[src/rtl/fifo_pkg.sv]
// -----------------------------------------------------------------------------
// fifo_pkg
//   Shared definitions for the async FIFO write and read controllers.
//   ptr_t is the extended pointer (address bits plus one wrap bit) for the
//   default FIFO_DEPTH.
//   bin2gray / gray2bin convert between binary and Gray pointers. The
//   controllers using them must be built with the same depth as this package.
// -----------------------------------------------------------------------------
package fifo_pkg;

    localparam int FIFO_DEPTH = 8;
    localparam int FIFO_PTR_W = $clog2(FIFO_DEPTH);

    typedef logic [FIFO_PTR_W:0] ptr_t;

    function automatic ptr_t bin2gray(input ptr_t b);
        return b ^ (b >> 1);
    endfunction

    // Each binary bit is the XOR of all Gray bits at and above it.
    function automatic ptr_t gray2bin(input ptr_t g);
        ptr_t b;
        b[FIFO_PTR_W] = g[FIFO_PTR_W];
        for (int i = FIFO_PTR_W - 1; i >= 0; i--) begin
            b[i] = b[i+1] ^ g[i];
        end
        return b;
    endfunction

endpackage

[src/rtl/fifo_wr_ctrl_ptr_sync.sv]
// -----------------------------------------------------------------------------
// ptr_sync
//   Multi-bit flop-chain synchroniser for Gray-coded pointers crossing clock
//   domains. The first flop samples i_d directly, with no logic in front of it.
//   All stages reset asynchronously to 0.
// Ports
//   clk     in   1      destination-domain clock
//   rst_n   in   1      asynchronous active-low reset
//   i_d     in   Width  Gray pointer from the source domain
//   o_q     out  Width  synchronised pointer, SyncStages flops later
// -----------------------------------------------------------------------------
module ptr_sync #(
    parameter int Width      = 4,
    parameter int SyncStages = 2
) (
    input  logic             clk,
    input  logic             rst_n,
    input  logic [Width-1:0] i_d,
    output logic [Width-1:0] o_q
);

    logic [Width-1:0] r_stage [SyncStages];

    always_ff @(posedge clk or negedge rst_n) begin
        if (!rst_n) begin
            r_stage[0] <= '0;
        end else begin
            r_stage[0] <= i_d;
        end
    end

    genvar gi;
    generate
        for (gi = 1; gi < SyncStages; gi++) begin : g_stage
            always_ff @(posedge clk or negedge rst_n) begin
                if (!rst_n) begin
                    r_stage[gi] <= '0;
                end else begin
                    r_stage[gi] <= r_stage[gi-1];
                end
            end
        end
    endgenerate

    assign o_q = r_stage[SyncStages-1];

endmodule

[src/rtl/fifo_wr_ctrl.sv]
// -----------------------------------------------------------------------------
// fifo_wr_ctrl
//   Write-side controller of the async FIFO; everything runs on clk_wr.
//   Keeps the binary/Gray write pointer, synchronises the read Gray pointer,
//   and produces full, level, overflow and (optionally) almost-full flags.
//   Optional feature macro: FIFO_ALMOST_FULL_EN (registered o_wr_almost_full);
//   without it o_wr_almost_full is tied to 0.
// Ports
//   clk_wr            in   1           write clock
//   rst_n             in   1           asynchronous active-low reset
//   i_wr_en           in   1           producer write request
//   i_rd_gray         in   PtrWidth+1  read pointer (Gray, clk_rd domain)
//   o_wr_accept       out  1           i_wr_en & ~o_wr_full (combinational)
//   o_wr_full         out  1           FIFO full, registered
//   o_wr_ptr          out  PtrWidth    RAM write address, registered
//   o_wr_gray         out  PtrWidth+1  write pointer (Gray), to clk_rd domain
//   o_wr_level        out  PtrWidth+1  occupancy seen from clk_wr, registered
//   o_wr_overflow     out  1           one-cycle pulse per rejected write
//   o_wr_almost_full  out  1           level >= AlmostFull (macro only)
// -----------------------------------------------------------------------------
module fifo_wr_ctrl
    import fifo_pkg::*;
#(
    parameter int Depth      = FIFO_DEPTH,
    parameter int PtrWidth   = $clog2(Depth),
    parameter int SyncStages = 2,
    parameter int AlmostFull = Depth - 2
) (
    input  logic                clk_wr,
    input  logic                rst_n,
    input  logic                i_wr_en,
    input  logic [PtrWidth:0]   i_rd_gray,
    output logic                o_wr_accept,
    output logic                o_wr_full,
    output logic [PtrWidth-1:0] o_wr_ptr,
    output logic [PtrWidth:0]   o_wr_gray,
    output logic [PtrWidth:0]   o_wr_level,
    output logic                o_wr_overflow,
    output logic                o_wr_almost_full
);

    logic [PtrWidth:0] r_wr_bin;
    logic [PtrWidth:0] r_wr_gray;
    logic [PtrWidth:0] r_level;
    logic              r_full;
    logic              r_overflow;

    logic              w_accept;
    logic [PtrWidth:0] w_rd_sync;
    logic [PtrWidth:0] w_rd_bin;
    logic [PtrWidth:0] w_wr_bin_nxt;
    logic [PtrWidth:0] w_wr_gray_nxt;
    logic [PtrWidth:0] w_full_gray;
    logic [PtrWidth:0] w_level_nxt;
    logic              w_full_nxt;

    ptr_sync #(
        .Width      (PtrWidth + 1),
        .SyncStages (SyncStages)
    ) u_rd_sync (
        .clk   (clk_wr),
        .rst_n (rst_n),
        .i_d   (i_rd_gray),
        .o_q   (w_rd_sync)
    );

    assign w_accept      = i_wr_en & ~r_full;
    assign w_wr_bin_nxt  = r_wr_bin + {{PtrWidth{1'b0}}, w_accept};
    assign w_wr_gray_nxt = bin2gray(w_wr_bin_nxt);
    assign w_rd_bin      = gray2bin(w_rd_sync);

    // Full when the write pointer is exactly one lap ahead of the read
    // pointer: in Gray code that is the top two bits inverted.
    assign w_full_gray = {~w_rd_sync[PtrWidth:PtrWidth-1], w_rd_sync[PtrWidth-2:0]};
    assign w_full_nxt  = (w_wr_gray_nxt == w_full_gray);

    // The synchronised read pointer lags, so this can only over-report.
    assign w_level_nxt = w_wr_bin_nxt - w_rd_bin;

    always_ff @(posedge clk_wr or negedge rst_n) begin
        if (!rst_n) begin
            r_wr_bin   <= '0;
            r_wr_gray  <= '0;
            r_level    <= '0;
            r_full     <= 1'b0;
            r_overflow <= 1'b0;
        end else begin
            r_wr_bin   <= w_wr_bin_nxt;
            r_wr_gray  <= w_wr_gray_nxt;
            r_level    <= w_level_nxt;
            r_full     <= w_full_nxt;
            r_overflow <= i_wr_en & r_full;
        end
    end

`ifdef FIFO_ALMOST_FULL_EN
    logic r_almost_full;

    always_ff @(posedge clk_wr or negedge rst_n) begin
        if (!rst_n) begin
            r_almost_full <= 1'b0;
        end else begin
            r_almost_full <= (w_level_nxt >= (PtrWidth+1)'(AlmostFull));
        end
    end

    assign o_wr_almost_full = r_almost_full;
`else
    assign o_wr_almost_full = 1'b0;
`endif

    assign o_wr_accept   = w_accept;
    assign o_wr_full     = r_full;
    assign o_wr_ptr      = r_wr_bin[PtrWidth-1:0];
    assign o_wr_gray     = r_wr_gray;
    assign o_wr_level    = r_level;
    assign o_wr_overflow = r_overflow;

endmodule
[config.mk]
export PLATFORM = sky130hd
export DESIGN_NAME = fifo_wr_ctrl
export DESIGN_NICKNAME = d
export VERILOG_FILES = /design/src/rtl/fifo_pkg.sv /design/src/rtl/fifo_wr_ctrl_ptr_sync.sv /design/src/rtl/fifo_wr_ctrl.sv
export SDC_FILE = /design/constraint.sdc
export NUM_CORES = 1
export LEC_CHECK = 0
export CAP_MARGIN = 20
export CORE_AREA = 2 2 53 55
export CTS_CLUSTER_SIZE = 40
export DETAILED_ROUTE_END_ITERATION = 6
export DIE_AREA = 0 0 55 57
export SYNTH_ARGS = -nofsm -noshare
export SYNTH_HDL_FRONTEND = slang
export SYNTH_SLANG_ARGS = --single-unit
[constraint.sdc]
create_clock -name clk_wr -period 2.17 [get_ports clk_wr]
set_clock_uncertainty 0.05 [all_clocks]
set_input_delay 0.434 -clock clk_wr [delete_from_list [all_inputs] [get_ports clk_wr]]
set_output_delay 0.434 -clock clk_wr [all_outputs]
set_load 0.02 [all_outputs]
==> results of run 1 <==
## synth_stat cells (2+ instances only)
| cell type | count | share of area |
|---|---|---|
| ha_1 | 4 | 0.058 |
| nand2_1 | 2 | 0.0087 |
| nand3_1 | 2 | 0.012 |
| nor2b_1 | 2 | 0.015 |
| dfrtp_1 | 21 | 0.61 |
| xnor2_1 | 9 | 0.092 |
| inv_1 | 5 | 0.022 |
| xor2_1 | 6 | 0.061 |
## layer usage
metal | wire length, um | up-vias | part of all wire
li1 | - | 275 | -
met1 | 596 | 281 | 0.40
met2 | 772 | 21 | 0.51
met3 | 94 | 4 | 0.063
met4 | 39 | 0 | 0.026
met5 | 0 | - | 0
## worst max-delay path, cell delays in order (launching register included)
cell and delay, ns:
dfrtp_1 0.43, xor2_2 0.21, xnor2_2 0.17, buf_4 0.16, ha_4 0.25, nor2b_4 0.16
nor3_2 0.06, nand2b_1 0.14, a31o_2 0.24, xnor2_1 0.12
## area by class of cell
cell class | instances | area (um2)
well taps | 31 | 38.8
inverters | 5 | 18.8
repair buffers | 35 | 312
clock buffers | 3 | 22.5
flip-flops and latches | 21 | 527
multi-input cells | 36 | 385
fillers | 246 | 1310
clock inverters | 1 | 5.00
## logic make-up (layout without fill, tap and decap cells)
group / count (synthesis) / after routing / share of synthesized area
DFF: 21 / 21 / 0.610
xor gates and xnor gates: 16 / 16 / 0.172
and+or+nand+nor: 10 / 10 / 0.0625
buffers and inverters: 6 / 44 / 0.0305
adders and majority gates: 5 / 5 / 0.0814
AOI/OAI and AO/OA: 4 / 4 / 0.0392
other: 1 / 1 / 0.00436
## worst paths after layout
path | startpoint | to | slack [ns] | depth (start not counted)
worst min-delay path | u_rd_sync.r_stage[4]$_DFF_PN0_ | u_rd_sync.o_q[0]$_DFF_PN0_ | 0.31 | 0
min in group asynchronous | rst_n | o_wr_gray[1]$_DFF_PN0_ | 0.34 | 1
worst max register to register | u_rd_sync.o_q[3]$_DFF_PN0_ | o_wr_level[3]$_DFF_PN0_ | 0.09 | 9
worst min register to register | u_rd_sync.r_stage[4]$_DFF_PN0_ | u_rd_sync.o_q[0]$_DFF_PN0_ | 0.31 | 0
worst max-delay path | u_rd_sync.o_q[3]$_DFF_PN0_ | o_wr_level[3]$_DFF_PN0_ | 0.09 | 9
max in group asynchronous | rst_n | u_rd_sync.r_stage[4]$_DFF_PN0_ | 1.29 | 2
## state kept, by name, indices dropped and copies added (netlist names)
signal	count
o_wr_gray	3
o_wr_overflow	1
o_wr_full	1
r_wr_bin	4
o_wr_level	4
u_rd_sync.r_stage	4
u_rd_sync.o_q	4
## through the flow
| stage | std cells | hold WS [ns] | util | setup WS, ns | cell area [um2] |
|---|---|---|---|---|---|
| detailed placement | 125 | 0.286 | 0.471 | -0.454 | 1230 |
| global placement | 125 | 0.283 | 0.471 | -0.377 | 1230 |
| global route | 132 | 0.329 | 0.500 | -0.0111 | 1310 |
| floorplan | 63 | 0.0884 | - | 0.00810 | 910 |
| CTS | 130 | 0.312 | 0.492 | 0.0204 | 1290 |
| finish | 132 | 0.309 | 0.500 | 0.0888 | 1310 |
## power by group
| group | internal (mW) | switching [mW] |
|---|---|---|
| Combinational | 0.739 | 0.644 |
| Clock | 0.0689 | 0.121 |
| Sequential | 0.533 | 0.0787 |
| Total | 1.34 | 0.844 |
## repair_timing
item                                    CTS  global route
endpoints found under the setup margin    3             2
buffers inserted                          1             2
pin swaps                                 0             1
gates resized for setup                   5             1
gates cloned                              0             0
==> results_dict.tcl, run 1 <==
set metrics [dict create \
    worstPathRequired_ns 2.33 \
    setup_viol 0 \
    critPathKind "reg -> reg" \
    core_area_mm2 0.00262 \
    ant_nets 0 \
    power_mw 2.18 \
    grt_max_degree 13 \
    min_period_ns 2.08 \
    end_kind "flop" \
    ys_types 20 \
    gr-usage-met3 0.0236 \
    syn_avg_cell_area_um2 13.7 \
    busiest_layer "met2" \
    die_w_um 55 \
    fp.dieArea_mm2 0.00314 \
    ctsHoldBuffers 0 \
    insertedDiodeCount 0 \
    finalCritPeriodShare 0.959 \
    drtIter0Drc 5 \
    vdd_drop_max_mv 0.838 \
    cts_buffers 3 \
    drive_gt1_frac 0.317 \
    htree_levels 1 \
    worstPathArrival_ns 2.24 \
    final_common_cell "dfrtp_1" \
    clk_latency_ns 0.31 \
    critPathLaunchType "flop" \
    syn-instance-count 63 \
    grt_usage 0.118 \
    numPortBuffers 20 \
    slew_viol_final 0 \
    synth-edff-count 0 \
    dpl.hpwl_mm 1.20 \
    syn_nets 75 \
    cts.clk_slew.worst_paths_ns 0.12 \
    drtPass1Iterations 4 \
    core.rowCount 19 \
    via_per_inst 4.40 \
    start_util 0.329 \
    overflow 0 \
    clock.fmax_mhz 480 \
    area_growth_syn_to_layout_pct 52.0 \
    routedWlPerCell_um 11.4 \
    io_pins 22 \
    final_nets 114 \
    met1_usage 0.138 \
    power_density_mw_per_mm2 1670 \
    wirelength_mm 1.50 \
    yosys_register_bits 21 \
    cts_sinks 21 \
    finalHoldViolations 0 \
    outcome "complete, no violations" \
    drv_cap 0 \
    die_height_um 57 \
    dr_total_vias 581 \
    yosysSeqAreaShare 0.610 \
    clockBufferDepth 2 \
    grt_pass1_vias 623 \
    antenna_found_initial 0 \
    drc 0 \
    mostFrequentLayoutCells "dfrtp_1, clkdlybuf4s50_1, buf_4" \
    async_flop_share 1.00 \
    gp_congestion 0.717 \
    ys.flop_type "dfrtp_1" \
    grtUsageMet2 0.196 \
    cts_tree "built" \
    yosysWarnings 0 \
    power.leakage_nw 0.580 \
    grt_pass1_wl_mm 2.60 \
    setup_tns_ns 0 \
    critPathMaxFanout 3 \
    hold_class "reg -> reg" \
    cts-root-buf "clkbuf_4" \
    synth_area_um2 861 \
]
(Power assumes the default switching activity.)
==> run 2: changes to the inputs <==
CTS_CLUSTER_DIAMETER = 80   (was not set)
GPL_ROUTABILITY_DRIVEN = 0   (was not set)
clock period = 2.7 ns   (was 2.17 ns; I/O delays follow)
==> run 2 against run 1 <==
Critical path depth is 1 higher. Utilization is 5.2 points lower. Register-to-register slack better by 0.38 ns. Clock-buffer cell count is 1 higher. Critical endpoint unchanged. Worst hold slack worse by 0.00098 ns. Cell count is 6.1% lower.
==> results_dict.tcl, run 2 (synthesis results as in run 1) <==
set metrics [dict create \
    outcome "complete, no violations" \
    htree_levels 1 \
    place_area_mm2 0.00115 \
    cts_sinks 21 \
    cts_setup_buffers 0 \
    end_kind "flop" \
    via_per_inst 4.31 \
    drive_gt1_frac 0.151 \
    setup_viol 0 \
    dpl.hpwl_mm 1.00 \
    vdd_drop_max_mv 0.541 \
    cp_slowest_cell "clkdlybuf4s50_1" \
    grt_pass1_wl_mm 2.08 \
    die_w_um 55 \
    routed.top_layer "met4" \
    critPathKind "in -> reg" \
    finalHoldViolations 0 \
    ctsResizeCount 0 \
    routedWlPerCell_um 10.1 \
    mostFrequentLayoutCells "dfrtp_1, clkdlybuf4s50_1, xnor2_1" \
    utilization 0.449 \
    critPathTopFamily "adder cells" \
    worstPathArrival_ns 2.69 \
    clk_latency_ns 0.30 \
    drv_cap 0 \
    start_util 0.329 \
    wl_met3_um 95 \
    final_common_cell "dfrtp_1" \
    ant_nets 0 \
    core.rowCount 19 \
    rsz0062_at_grt "no" \
    cts_tree "built" \
    cts.clk_slew.worst_paths_ns 0.10 \
    io_pins 22 \
    p_seq_frac 0.309 \
    cpPeakStageDelay_ns 0.41 \
    drtPass1Iterations 3 \
    critPathLaunchType "input port" \
    clockBufferDepth 2 \
    slew_viol_final 0 \
    power.leakage_nw 0.520 \
    p_clk_frac 0.093 \
    die_height_um 57 \
    cts_buffers 3 \
    grt_max_degree 22 \
    crit_chain "clkdlybuf4s50_1 -> nor2b_2 -> ha_1 -> ha_1 -> ha_1 -> nor2b_1 -> o21ai_0 -> a211oi_1 -> a31o_2 -> xnor2_1" \
    wirelength_mm 1.26 \
    area_growth_syn_to_layout_pct 36.3 \
    overflow 0 \
    grt_usage 0.0980 \
    critPathMaxFanout 2 \
    dr_total_vias 534 \
    clock.fmax_mhz 393 \
    cp_common_cell "ha_1" \
    drc 0 \
    core_area_mm2 0.00262 \
    ctsHoldBuffers 0 \
    fp.dieArea_mm2 0.00314 \
    finalCritPeriodShare 0.943 \
    path_buf_inv 1 \
    combPwrFrac 0.598 \
    setup_tns_ns 0 \
    numPortBuffers 20 \
    power.internal_uw 966 \
    cts-root-buf "clkbuf_4" \
    worstPathRequired_ns 2.85 \
    drt-met1-wl_um 508 \
    grt_pass1_vias 520 \
    final_nets 106 \
    switching_share 0.380 \
    insertedDiodeCount 0 \
    power_density_mw_per_mm2 1330 \
    antenna_found_initial 0 \
    final_area_mm2 0.00117 \
    p_switching_uw 592 \
    min_period_ns 2.54 \
    hold_class "reg -> reg" \
    wl_met2_um 618 \
    drtIter0Drc 4 \
]
==> run 2: cell types whose count changed in the layout (fill, tap and decap cells not counted), moves of 2 or more <==
cell	change
nor2b_4	-2
ha_1	+3
buf_4	-8
ha_4	-3
==> run 2: power by group through the flow <==
stage | combinational (mW) | clock (mW) | sequential, mW
global placement | 0.940 | 0 | 0.486
finish | 0.931 | 0.146 | 0.481
global route | 1.03 | 0.173 | 0.496
CTS | 0.947 | 0.155 | 0.483
floorplan | 0.457 | 0 | 0.607
detailed placement | 0.946 | 0 | 0.490
==> run 2: worst reg2reg max path, cell delays in order, from the launching register on <==
cell and delay [ns]:
dfrtp_1 0.44, xor2_1 0.21, xnor2_1 0.34, ha_1 0.30, nor2b_1 0.13, o21ai_0 0.21, a211oi_1 0.11, a31o_2 0.23
xnor2_1 0.11
==> run 2: worst paths after layout <==
path / cells after the start / endpoint / slack, ns / from
max: 10 / o_wr_level[3]$_DFF_PN0_ / 0.16 / i_wr_en
min: 0 / u_rd_sync.o_q[2]$_DFF_PN0_ / 0.31 / u_rd_sync.r_stage[6]$_DFF_PN0_
max reg2reg: 8 / o_wr_level[3]$_DFF_PN0_ / 0.47 / u_rd_sync.o_q[3]$_DFF_PN0_
min reg2reg: 0 / u_rd_sync.o_q[2]$_DFF_PN0_ / 0.31 / u_rd_sync.r_stage[6]$_DFF_PN0_
max in group asynchronous: 2 / o_wr_level[0]$_DFF_PN0_ / 1.87 / rst_n
min in group asynchronous: 2 / o_wr_gray[2]$_DFF_PN0_ / 0.53 / rst_n
==> run 2: layout make-up <==
type / count / area [um2]
clock buffer: 4 / 26.3
fill: 255 / 1440
inverter: 5 / 18.8
multi-input combinational: 36 / 312
sequential: 21 / 526
tap: 31 / 38.8
timing repair buffer: 27 / 253
==> run 2: routing by layer <==
layer,track usage,up-vias
met5,0,-
met4,0.0732,0
met3,0.0314,4
met2,0.153,19
met1,0.107,250
li1,-,261
==> run 2: per-stage QoR <==
| stage | power [mW] | worst slack, ns | instances | hold slack (ns) |
|---|---|---|---|---|
| after floorplan | 1.06 | 0.136 | 63 | 0.194 |
| after global placement | 1.43 | -0.167 | 120 | 0.281 |
| after detailed placement | 1.44 | -0.173 | 120 | 0.286 |
| after global routing | 1.70 | 0.0219 | 124 | 0.325 |
| after CTS | 1.59 | 0.155 | 124 | 0.312 |
| final | 1.56 | 0.155 | 124 | 0.308 |
